## src/rtl/bf_run_ctrl.sv

```systemverilog
// Host run controller for a bf core: loads ASCII programs into opcode RAM and sequences runs.
// Latency: byte accept -> RAM write 1 cycle; load_last -> READY 1 cycle; start -> first core_en 2 cycles.
// Backpressure: load_ready is high only while LOADING; bytes offered in any other state are not taken.
module bf_run_ctrl #(
  parameter int PROGRAM_LENGTH = 256,
  parameter int MAX_DEPTH      = 15,
  parameter int MAX_CYCLES     = 65536,
  parameter int CYC_W          = 32,
  localparam int AW = $clog2(PROGRAM_LENGTH),
  localparam int LW = $clog2(PROGRAM_LENGTH + 1),
  localparam int DW = $clog2(MAX_DEPTH + 1)
) (
  input  logic             clk,
  input  logic             rst,
  input  logic [7:0]       load_data,
  input  logic             load_valid,
  input  logic             load_last,
  output logic             load_ready,
  input  logic             load_begin,
  input  logic             start,
  input  logic             abort,
  output logic             prog_we,
  output logic [AW-1:0]    prog_waddr,
  output logic [2:0]       prog_wdata,
  output logic [LW-1:0]    prog_len,
  output logic             core_rst,
  output logic             core_en,
  input  logic [LW-1:0]    core_pc,
  output logic [CYC_W-1:0] cycles,
  output logic [2:0]       status
);

  typedef enum logic [2:0] {
    S_EMPTY    = 3'd0,
    S_LOADING  = 3'd1,
    S_READY    = 3'd2,
    S_CORE_RST = 3'd3,
    S_RUNNING  = 3'd4,
    S_HALTED   = 3'd5,
    S_TIMEOUT  = 3'd6,
    S_LOAD_ERR = 3'd7
  } state_e;

  localparam logic [2:0] OP_OPEN  = 3'd6;
  localparam logic [2:0] OP_CLOSE = 3'd7;

  state_e           state_q, state_d;
  logic [LW-1:0]    idx_q, idx_d;
  logic [DW-1:0]    depth_q, depth_d;
  logic [LW-1:0]    prog_len_q, prog_len_d;
  logic [CYC_W-1:0] cycles_q, cycles_d;
  logic             we_q, we_d;
  logic [AW-1:0]    waddr_q, waddr_d;
  logic [2:0]       wdata_q, wdata_d;
  logic             core_rst_q, core_rst_d;
  logic             load_ready_q, load_ready_d;
  logic [2:0]       status_q, status_d;

  logic             is_cmd;
  logic [2:0]       op;
  logic             byte_acc;
  logic             load_err;
  logic [DW-1:0]    depth_after;
  logic [LW-1:0]    idx_after;
  logic             can_load;
  logic             can_start;
  logic             in_run;

  // Translate one ASCII byte to an opcode; anything else is a comment byte.
  always_comb begin
    is_cmd = 1'b1;
    op     = 3'd0;
    case (load_data)
      8'h2B:   op = 3'd0;  // +
      8'h2D:   op = 3'd1;  // -
      8'h3E:   op = 3'd2;  // >
      8'h3C:   op = 3'd3;  // <
      8'h2E:   op = 3'd4;  // .
      8'h2C:   op = 3'd5;  // ,
      8'h5B:   op = 3'd6;  // [
      8'h5D:   op = 3'd7;  // ]
      default: is_cmd = 1'b0;
    endcase
  end

  // Validate the offered byte against nesting depth and RAM capacity, and precompute loader state after it.
  always_comb begin
    byte_acc    = load_ready_q && load_valid;
    load_err    = is_cmd && (((op == OP_CLOSE) && (depth_q == '0)) ||
                             ((op == OP_OPEN) && (depth_q == DW'(MAX_DEPTH))) ||
                             (idx_q == LW'(PROGRAM_LENGTH)));
    depth_after = depth_q;
    idx_after   = idx_q;
    if (is_cmd) begin
      idx_after = idx_q + LW'(1);
      if (op == OP_OPEN) begin
        depth_after = depth_q + DW'(1);
      end else if (op == OP_CLOSE) begin
        depth_after = depth_q - DW'(1);
      end
    end
  end

  assign in_run    = (state_q == S_CORE_RST) || (state_q == S_RUNNING);
  assign can_load  = !in_run;
  assign can_start = (state_q == S_READY) || (state_q == S_HALTED) || (state_q == S_TIMEOUT);

  // The core steps whenever the run is live and its pc is still inside the program.
  assign core_en = (state_q == S_RUNNING) && (core_pc < prog_len_q);

  // Next-state and datapath: abort beats load_begin beats start, then per-state behaviour.
  always_comb begin
    state_d    = state_q;
    idx_d      = idx_q;
    depth_d    = depth_q;
    prog_len_d = prog_len_q;
    cycles_d   = cycles_q;
    we_d       = 1'b0;
    waddr_d    = waddr_q;
    wdata_d    = wdata_q;

    if (abort && (state_q == S_LOADING)) begin
      state_d    = S_EMPTY;
      prog_len_d = '0;
    end else if (abort && in_run) begin
      // The enable in flight this cycle still reaches the core, so it is counted.
      state_d = S_READY;
      if (core_en) begin
        cycles_d = cycles_q + CYC_W'(1);
      end
    end else if (load_begin && can_load) begin
      state_d    = S_LOADING;
      idx_d      = '0;
      depth_d    = '0;
      prog_len_d = '0;
      cycles_d   = '0;
    end else if (start && can_start) begin
      state_d  = S_CORE_RST;
      cycles_d = '0;
    end else begin
      case (state_q)
        S_LOADING: begin
          if (byte_acc) begin
            if (load_err) begin
              state_d = S_LOAD_ERR;
            end else begin
              if (is_cmd) begin
                we_d    = 1'b1;
                waddr_d = idx_q[AW-1:0];
                wdata_d = op;
                idx_d   = idx_after;
                depth_d = depth_after;
              end
              if (load_last) begin
                if (depth_after == '0) begin
                  state_d    = S_READY;
                  prog_len_d = idx_after;
                end else begin
                  state_d = S_LOAD_ERR;
                end
              end
            end
          end
        end
        S_CORE_RST: state_d = S_RUNNING;
        S_RUNNING: begin
          if (!core_en) begin
            state_d = S_HALTED;
          end else begin
            cycles_d = cycles_q + CYC_W'(1);
            if (cycles_q == CYC_W'(MAX_CYCLES - 1)) begin
              state_d = S_TIMEOUT;
            end
          end
        end
        default: ;
      endcase
    end
  end

  // Registered host-visible status derived from the state being entered.
  always_comb begin
    load_ready_d = (state_d == S_LOADING);
    core_rst_d   = (state_d == S_CORE_RST);
    case (state_d)
      S_EMPTY:    status_d = 3'd0;
      S_LOADING:  status_d = 3'd1;
      S_READY:    status_d = 3'd2;
      S_CORE_RST: status_d = 3'd3;
      S_RUNNING:  status_d = 3'd3;
      S_HALTED:   status_d = 3'd4;
      S_TIMEOUT:  status_d = 3'd5;
      default:    status_d = 3'd6;
    endcase
  end

  // State register; the core is held in reset for as long as rst is asserted.
  always_ff @(posedge clk or posedge rst) begin
    if (rst) begin
      state_q      <= S_EMPTY;
      idx_q        <= '0;
      depth_q      <= '0;
      prog_len_q   <= '0;
      cycles_q     <= '0;
      we_q         <= 1'b0;
      waddr_q      <= '0;
      wdata_q      <= '0;
      core_rst_q   <= 1'b1;
      load_ready_q <= 1'b0;
      status_q     <= '0;
    end else begin
      state_q      <= state_d;
      idx_q        <= idx_d;
      depth_q      <= depth_d;
      prog_len_q   <= prog_len_d;
      cycles_q     <= cycles_d;
      we_q         <= we_d;
      waddr_q      <= waddr_d;
      wdata_q      <= wdata_d;
      core_rst_q   <= core_rst_d;
      load_ready_q <= load_ready_d;
      status_q     <= status_d;
    end
  end

  assign load_ready = load_ready_q;
  assign prog_we    = we_q;
  assign prog_waddr = waddr_q;
  assign prog_wdata = wdata_q;
  assign prog_len   = prog_len_q;
  assign cycles     = cycles_q;
  assign core_rst   = core_rst_q;
  assign status     = status_q;

endmodule

```

## config.mk

```make
export PLATFORM = sky130hd
export DESIGN_NAME = bf_run_ctrl
export DESIGN_NICKNAME = d
export VERILOG_FILES = /design/src/rtl/bf_run_ctrl.sv
export SDC_FILE = /design/constraint.sdc
export NUM_CORES = 1
export LEC_CHECK = 0
export ABC_CLOCK_PERIOD_IN_PS = 3350
export CAP_MARGIN = 20
export CELL_PAD_IN_SITES_DETAIL_PLACEMENT = 0
export CELL_PAD_IN_SITES_GLOBAL_PLACEMENT = 1
export CORE_MARGIN = 8
export CORE_UTILIZATION = 35
export DETAILED_ROUTE_END_ITERATION = 16
export PLACE_DENSITY = 0.82
export REMOVE_ABC_BUFFERS = 1
export SLEW_MARGIN = 20
export SYNTH_ARGS = -nofsm -noshare
export SYNTH_HDL_FRONTEND = slang
export SYNTH_SLANG_ARGS = --single-unit
```

## constraint.sdc

```tcl
create_clock -name clk -period 3.35 [get_ports clk]
set_clock_uncertainty 0.05 [all_clocks]
set_input_delay 0.67 -clock clk [delete_from_list [all_inputs] [get_ports clk]]
set_output_delay 0.67 -clock clk [all_outputs]
set_load 0.01 [all_outputs]
```

==> flow_metrics.tcl <==
set metrics [dict create \
    rsz0062_at_grt "false" \
    portBuffers 82 \
    reg2reg_from "depth_q[1]" \
    insertion_delay_ps 330 \
    ys_ff_latch 74 \
    layout_common_cells "clkdlybuf4s50_1, dfrtp_1, nor2_1" \
    postRouteAntennaNets 0 \
    first_iter_violations 171 \
    drv_cap 0 \
    yosysWarningCount 0 \
    synthTopCellsByArea "dfrtp_1, xnor2_1, ha_1, nor2_1, nand2_1" \
    cts_tree "yes" \
    grt_pass1_wl_um 18950 \
    finish.utilization 0.4810 \
    min_path_cells 1 \
    worst_pin_slew_ps 601.7 \
    antenna_found_initial 0 \
    vias 3806 \
    synth_edf_count 0 \
    fp.dieW_um 126.7 \
    holdPathEnd "prog_waddr[6]" \
    synth_top_area_frac 0.4258 \
    cp.arrival_ps 2560 \
    place_congestion 0.8203 \
    ff2ff_path_depth 10 \
    required_ps 2630 \
    holdCritStartpoint "prog_waddr[6]" \
    clock_path_buffers 2 \
    num_antenna_cells 0 \
    fin_nets 606 \
    start_util 0.3572 \
    startpoint "core_pc[8]" \
    netlist_area_mm2 0.004290 \
    cts_sinks 74 \
    run_status "finished clean" \
    wire_per_inst_um 15.71 \
    fin_crit_sh 0.9788 \
    synth_cell_type_count 62 \
    power_density_mw_per_mm2 479.5 \
    drtPass1Iterations 4 \
    post-dp-hpwl_um 8572 \
    peakVddDrop_v 0.0002373 \
    h-tree-depth 3 \
    grtUsageTotal 0.1422 \
    area_growth_pct 34.67 \
    drc 0 \
    critPathLaunchType "primary input" \
    setup_tns_ps 0 \
    crit_fanout 2 \
    die_height_um 126.7 \
    totalWireLength_um 11310 \
    dr.max_layer_used "met4" \
    numCtsBuffers 9 \
    synthCells 464 \
    drive_gt1_frac 0.1291 \
    clk_pin_slew_worst_paths_ps 60 \
    grt_overflow 0 \
    max_slew_margin 0.5947 \
    period_needed_ps 3279 \
    grt_max_degree 40 \
    dieArea_mm2 0.01606 \
    p_leak_nw 2.417 \
    r2r_slack_ps 370 \
    hold_viol 0 \
    worstHoldPathType "reg2reg" \
    fin_hold_ws_ps 450.3 \
    yosysTopAreaCell "dfrtp_1" \
    wl_met2_um 5299 \
    coreArea_mm2 0.01201 \
    rows 40 \
    timing_worst_setup_path_type "in2out" \
    worst_setup_path_end_kind "output port" \
    grt_pass1_vias 3858 \
    final_common_cell "clkdlybuf4s50_1" \
    max_freq_ghz 0.3050 \
    setup_viol 0 \
    top_level_ports 83 \
    synth-main-ff-cell "dfrtp_1" \
    slew_violations 0 \
    reg2reg_to "prog_len[2]" \
    wl_met1_um 5202 \
    syn_area_per_cell_um2 9.246 \
    async_flop_share 1.000 \
    routed-wl-met3_um 672 \
    seq_area_frac_synth 0.4319 \
    viasPerCell 5.286 \
    cts-root-buf "clkbuf_16" \
]
-- how the worst max path moves through the flow --
stage,end,slack (ps)
final,core_en,70
after global routing,core_en,5
after CTS,core_en,40
after detailed placement,core_en,-320
after global placement,core_en,-210
after floorplan,prog_waddr[0],9
-- logic make-up (layout without fill, tap and decap cells) --
logic type      after synthesis  in the layout  share of synthesized area
mux                          13             13                    0.03383
flops                        74             74                     0.4319
simple gates                172            172                     0.2082
buf+inv                      51            160                    0.05191
fa+ha+maj                    14             14                    0.04083
compound gates              104            104                     0.1598
xor+xnor                     36             36                    0.07349
-- power breakdown --
part           switching [W]  internal (W)  leakage, nW
logic               0.000379      0.000303         1.24
clock network       0.000380      0.000673        0.159
registers          0.0000768      0.000958         1.02
total               0.000836       0.00193         2.42
-- cells in the mapped netlist (2+ instances only) --
library cell	number
nor2_1	43
nand4_1	4
ha_1	14
o31ai_1	9
o21ai_0	26
or3_1	8
nor3_1	19
nand2b_1	4
buf_6	3
nor3b_1	3
xnor2_1	27
o2111ai_1	5
mux2_2	12
a21oi_1	23
nor2b_1	4
and3b_1	6
a21o_1	4
a31oi_1	5
or4_1	2
o41a_1	2
o211ai_1	4
a221oi_1	2
clkbuf_1	12
nand3_1	14
o22ai_1	8
or2_2	4
and3_1	5
dfrtp_1	73
inv_1	33
xor2_1	9
buf_4	2
nor4_1	7
nand2_1	36
and2_1	3
a22oi_1	2
-- metal layers --
layer,global-route usage,up-vias
met5,0,-
met4,0.04129,0
met3,0.04273,14
met2,0.2406,81
met1,0.1711,1850
li1,-,1861
-- registers in the layout, indices dropped and copies added, names as in the netlist --
| signal | cells |
|---|---|
| core_rst | 1 |
| cycles | 32 |
| depth_q | 4 |
| idx_q | 9 |
| load_ready | 1 |
| prog_len | 9 |
| prog_waddr | 8 |
| prog_wdata | 3 |
| prog_we | 1 |
| state_q | 3 |
| status | 3 |
-- through the flow --
step	total power (W)	std cells	setup WS (ps)	instance area (µm²)
4_1_cts	0.002799	720	36.05	5777
2_1_floorplan	0.001423	446	8.995	4192
6_report	0.002771	720	71.11	5778
5_1_grt	0.002913	720	5.006	5778
3_3_place_gp	0.001718	703	-212.5	5435
3_5_place_dp	0.001734	703	-318.4	5435
-- repair_timing --
action / 4_1_cts / 5_1_grt
hold buffers: 0 / 0
endpoints found under the setup margin: 1 / 1
pin swaps: 0 / 0
gates resized for setup: 3 / 1
buffers inserted: 1 / 0
-- critical path: stages --
cell	delay (ps)
clkdlybuf4s50_1	410
ha_1	290
a21o_1	200
a2111oi_2	350
o21a_1	200
o21ai_0	100
inv_1	90
clkdlybuf4s15_1	240
-- cell type report --
cell class	instances	area (µm²)
Tap cell	147	183.9
Timing Repair Buffer	111	1064
Fill cell	1133	6233
Clock buffer	10	239.0
Multi-Input combinational cell	339	2225
Inverter	33	123.9
Sequential cell	74	1853
Clock inverter	6	90.09
Note: power is estimated with default switching activity, not from simulation.
==> variant 1: new RTL, same flow settings <==
Re-encode `state_e` (8 states) as Gray code, 3 bits wide.
--- a/src/rtl/bf_run_ctrl.sv
+++ b/src/rtl/bf_run_ctrl.sv
@@ -31,14 +31,14 @@
 );
 
   typedef enum logic [2:0] {
-    S_EMPTY    = 3'd0,
-    S_LOADING  = 3'd1,
-    S_READY    = 3'd2,
-    S_CORE_RST = 3'd3,
-    S_RUNNING  = 3'd4,
-    S_HALTED   = 3'd5,
-    S_TIMEOUT  = 3'd6,
-    S_LOAD_ERR = 3'd7
+    S_EMPTY    = 3'b000,
+    S_LOADING  = 3'b001,
+    S_READY    = 3'b011,
+    S_CORE_RST = 3'b010,
+    S_RUNNING  = 3'b110,
+    S_HALTED   = 3'b111,
+    S_TIMEOUT  = 3'b101,
+    S_LOAD_ERR = 3'b100
   } state_e;
 
   localparam logic [2:0] OP_OPEN  = 3'd6;
Behaviour: same outputs for any inputs over 4 cycles, from zero or initial values and one cycle with rst high; so few cycles prove little.
==> variant 1 against the original RTL <==
First-iteration DRC count rose by 13%. Synthesized area rose by 0.52%. Largest power group unchanged. Power increased by 6.0%. Worst setup slack got worse by 0.041 ns. Largest cell class unchanged. Fmax down 1.2%. Sequential cell count unchanged. Wire length increased by 2.5%. Non-clock buffer count up 24. Global-route usage rose by 0.24 points. Cell area increased by 5.4%. Die area increased by 0.46%. Critical path depth is 5 higher.
==> variant 1: results (changes against the original RTL) <==
- Worst Hold Slack: 0.419 ns (was 0.450 ns)
- First-pass GRT wire length: 19200 µm (was 18900 µm)
- Via count: 3954 (was 3806)
- Psw: 0.000891 W (was 0.000836 W)
- Final worst setup slack: 0.0303 ns (was 0.0711 ns)
- Layout cells sized above 1: 0.159 (was 0.129)
- Worst VDD drop: 0.281 mV (was 0.237 mV)
- GP Congestion: 0.825 (was 0.820)
- Top cells by area, synth: dfrtp_1, nand2_1, ha_1 (was dfrtp_1, xnor2_1, ha_1)
- Synth Area in Compound Gates: 0.163 (was 0.160)
- Dominant synthesized flop cell: dfrtp_1 (unchanged)
- Initial DRC count: 193 (was 171)
- Register area share after synthesis: 0.430 (was 0.432)
- Reg2reg start: prog_len[5]$_DFFE_PP0P_ (was depth_q[1]$_DFFE_PP0P_)
- Post-synthesis mux area share: 0.00464 (was 0.0338)
- Synth Area in XOR/XNOR: 0.0670 (was 0.0735)
- Total GRT Usage: 0.145 (was 0.142)
- Met3 global-route usage: 0.0366 (was 0.0427)
- Outcome: complete, no violations (unchanged)
- Vias in the first global route: 3933 (was 3858)
- Post-Route WL: 11600 µm (was 11300 µm)
- Netlist cell types: 57 (was 62)
- Post-Synth Adder-Cell Area: 0.0493 (was 0.0408)
- Met1 Use GR: 0.179 (was 0.171)
- Lkg Pwr: 2.58 nW (was 2.42 nW)
- Reg2Reg Depth: 13 (was 10)
- GR Util met2: 0.239 (was 0.241)
- Nets: 654 (was 606)
- R2R setup slack: 0.18 ns (was 0.37 ns)
- CP endpoint: status[2]$_DFF_PP0_ (was core_en)
- Synth cell count leaders: dfrtp_1, nand2_1, nor2_1 (was dfrtp_1, nor2_1, nand2_1)
- Dpl ws: -0.865 ns (was -0.318 ns)
- Worst Setup SP: core_pc[2] (was core_pc[8])
- Post-detail-place hpwl: 8820 µm (was 8570 µm)
- Largest net degree at the start of global routing: 33 (was 40)
[variant 1: cell count changes after synthesis, sizes merged, moves of 6 or more]
cell	delta
nor2	+6
nand2	+32
nor3	-8
xnor2	-10
nor2b	+6
nand4	+7
o21ai	+12
inv	-11
mux2	-12
xor2	+7
[variant 1: repair_timing]
| action | 4_1_cts | 5_1_grt |
|---|---|---|
| setup buffers | 1 | 0 |
| resized for setup | 20 | 10 |
| gates cloned | 0 | 0 |
| pin swaps | 13 | 1 |
| hold buffers | 0 | 0 |
| endpoints found under the setup margin | 7 | 2 |
[variant 1: layout make-up]
type	instances	area, µm²	share of cell area
clock buffers	14	264	0.0434
clock inverters	2	60.1	0.00986
inverters	22	82.6	0.0136
multi-input cells	371	2410	0.395
flip-flops and latches	74	1850	0.304
well taps	147	184	0.0302
repair buffers	135	1240	0.203
[variant 1: worst min path at each step]
stage,from,endpoint,cells past startpoint
finish,prog_waddr[2]$_DFFE_PP0P_,prog_waddr[2]$_DFFE_PP0P_,2
CTS,prog_waddr[2]$_DFFE_PP0P_,prog_waddr[2]$_DFFE_PP0P_,2
global route,prog_waddr[7]$_DFFE_PP0P_,prog_waddr[7]$_DFFE_PP0P_,2
detailed placement,prog_waddr[6]$_DFFE_PP0P_,prog_waddr[6]$_DFFE_PP0P_,2
global placement,prog_waddr[2]$_DFFE_PP0P_,prog_waddr[2]$_DFFE_PP0P_,2
floorplan,idx_q[8]$_DFFE_PP0P_,idx_q[8]$_DFFE_PP0P_,1
[variant 1: cell families after synthesis]
| group | count (synthesis) |
|---|---|
| flip-flops | 74 |
| AO/OA/AOI/OAI | 100 |
| adder cells (fa/ha/maj) | 17 |
| multiplexers | 2 |
| buffers and inverters | 38 |
| AND/OR/NAND/NOR | 219 |
| XOR/XNOR | 33 |
[variant 1: power by group through the flow]
stage          logic (W)  clock network, W  registers (W)
6_report        0.000856           0.00105        0.00103
5_1_grt         0.000940           0.00110        0.00104
4_1_cts         0.000854           0.00107        0.00103
3_5_place_dp    0.000821                 0        0.00104
3_3_place_gp    0.000801                 0        0.00105
2_1_floorplan   0.000395                 0        0.00105
[variant 1: worst max-delay path, cell delays in order]
cell             delay, ns
clkdlybuf4s50_1       0.41
ha_2                  0.20
a2111oi_4             0.31
buf_4                 0.17
o31ai_2               0.07
and2_1                0.15
o311a_1               0.34
o31ai_2               0.23
inv_1                 0.11
ha_2                  0.19
or4_1                 0.40
o22ai_1               0.18
nor2_1                0.07
[variant 1: metal layers]
layer	wire, µm	up-vias
met3	487	11
li1	-	1950
met2	5570	74
met4	173	0
met1	5360	1919
met5	0	-
[variant 1: per-stage QoR]
step / area, µm² / instances
detailed placement: 5670 / 748
global route: 6090 / 765
global placement: 5670 / 748
CTS: 6040 / 765
finish: 6090 / 765
floorplan: 4240 / 467
==> variant 2: new RTL, same settings <==
Without the edit above. `CYC_W`: 32 -> 64.
--- a/src/rtl/bf_run_ctrl.sv
+++ b/src/rtl/bf_run_ctrl.sv
@@ -5,7 +5,7 @@
   parameter int PROGRAM_LENGTH = 256,
   parameter int MAX_DEPTH      = 15,
   parameter int MAX_CYCLES     = 65536,
-  parameter int CYC_W          = 32,
+  parameter int CYC_W          = 64,
   localparam int AW = $clog2(PROGRAM_LENGTH),
   localparam int LW = $clog2(PROGRAM_LENGTH + 1),
   localparam int DW = $clog2(MAX_DEPTH + 1)
Ports: changed (resized cycles); port bits go from 83 to 115. The function was not compared with the original's and may differ.
==> variant 2 against the original RTL <==
Synthesized area rose by 38%. Core utilization fell by 0.99 points. Worst setup slack improved by 0.021 ns. Worst hold slack got worse by 0.035 ns. Sequential cell count rose by 32. Power rose by 5.6%. Wire length rose by 38%. Cell area rose by 35%. Critical path type unchanged. Largest cell class unchanged. Largest power group is now registers.
==> variant 2: results (changes against the original RTL) <==
- Dpl ws: -0.193 ns (was -0.318 ns)
- Worst-path clk slew: 0.08 ns (was 0.06 ns)
- Tightest Pin Transition: 0.763 ns (was 0.602 ns)
- Clk Latency, worst-skew pair: 0.36 ns (was 0.33 ns)
- Post-Route WL: 15600 µm (was 11300 µm)
- Initial antenna violation count: 1 (was 0)
- Met1 Use GR: 0.187 (was 0.171)
- Met3 global-route usage: 0.0426 (was 0.0427)
- Layout cells sized above 1: 0.0938 (was 0.129)
- Synth Instances: 643 (was 464)
- Via count: 5055 (was 3806)
- Worst Hold Slack: 0.415 ns (was 0.450 ns)
- Post-detail-place hpwl: 11700 µm (was 8570 µm)
- Register area share after synthesis: 0.449 (was 0.432)
- Max Clock Freq: 307 MHz (was 305 MHz)
- Placed Instances: 983 (was 703)
- Initial DRC count: 304 (was 171)
- GP Congestion: 0.828 (was 0.820)
- First-pass GRT wire length: 26300 µm (was 18900 µm)
- Port Buf Inserts: 114 (was 82)
- Area after DPL: 0.00748 mm² (was 0.00544 mm²)
- Cts repair resizes: 1 (was 3)
- Post CTS Setup Buffer Count: 0 (was 1)
- Fill count: 1590 (was 1133)
- Outcome: complete, no violations (unchanged)
- Vias in the first global route: 5007 (was 3858)
- R2R setup slack: 0.46 ns (was 0.37 ns)
- Worst r2r dst: cycles[42]$_DFFE_PP0P_ (was prog_len[2]$_DFFE_PP0P_)
- Hold Path End: prog_waddr[5]$_DFFE_PP0P_ (was prog_waddr[6]$_DFFE_PP0P_)
- CP Max Fanout: 3 (was 2)
- Worst VDD drop: 0.258 mV (was 0.237 mV)
-- variant 2: through the flow --
step,total power (W),setup TNS [ns],util
after global placement,0.00184,-2.61,0.452
after CTS,0.00296,0,0.471
after detailed placement,0.00184,-4.09,0.452
after floorplan,0.00162,-38.28,-
final,0.00293,0,0.471
after global routing,0.00306,0,0.471
-- variant 2: where the power goes --
| group | total, W | leakage (nW) | internal (W) | switching (W) |
|---|---|---|---|---|
| Combinational | 0.000463 | 1.52 | 0.000176 | 0.000286 |
| Clock | 0.00111 | 0.152 | 0.000609 | 0.000504 |
| Sequential | 0.00135 | 1.47 | 0.00131 | 0.0000409 |
| Total | 0.00293 | 3.14 | 0.00209 | 0.000831 |
-- variant 2: critical path, cell delays in order --
cell and delay, ns:
clkdlybuf4s50_1 0.40, ha_1 0.28, a21o_1 0.16, a211o_1 0.28, a41oi_1 0.17, buf_4 0.16, o21ai_2 0.06, inv_1 0.07
dlygate4sd2_1 0.28
-- variant 2: final cells by class --
class | instances | area share
repair buffers | 145 | 0.183
multi-input cells | 481 | 0.386
flip-flops and latches | 106 | 0.341
inverters | 31 | 0.0153
clock buffers | 10 | 0.0307
clock inverters | 5 | 0.00932
well taps | 220 | 0.0354
-- variant 2: logic make-up (layout without fill, tap and decap cells) --
family          after synthesis  in the layout  synth area share
buf+inv                      56            191            0.0443
flops                       106            106             0.449
fa+ha+maj                    14             14            0.0296
simple gates                291            291             0.267
compound gates              116            116             0.121
xor+xnor                     60             60            0.0889
-- variant 2: per-layer routing --
layer / vias to the layer above / part of all wire / wire length (µm)
met4: 2 / 0.018 / 274
met5: - / 0.00058 / 9
met1: 2437 / 0.46 / 7180
met2: 83 / 0.47 / 7410
met3: 19 / 0.050 / 778
li1: 2514 / - / -
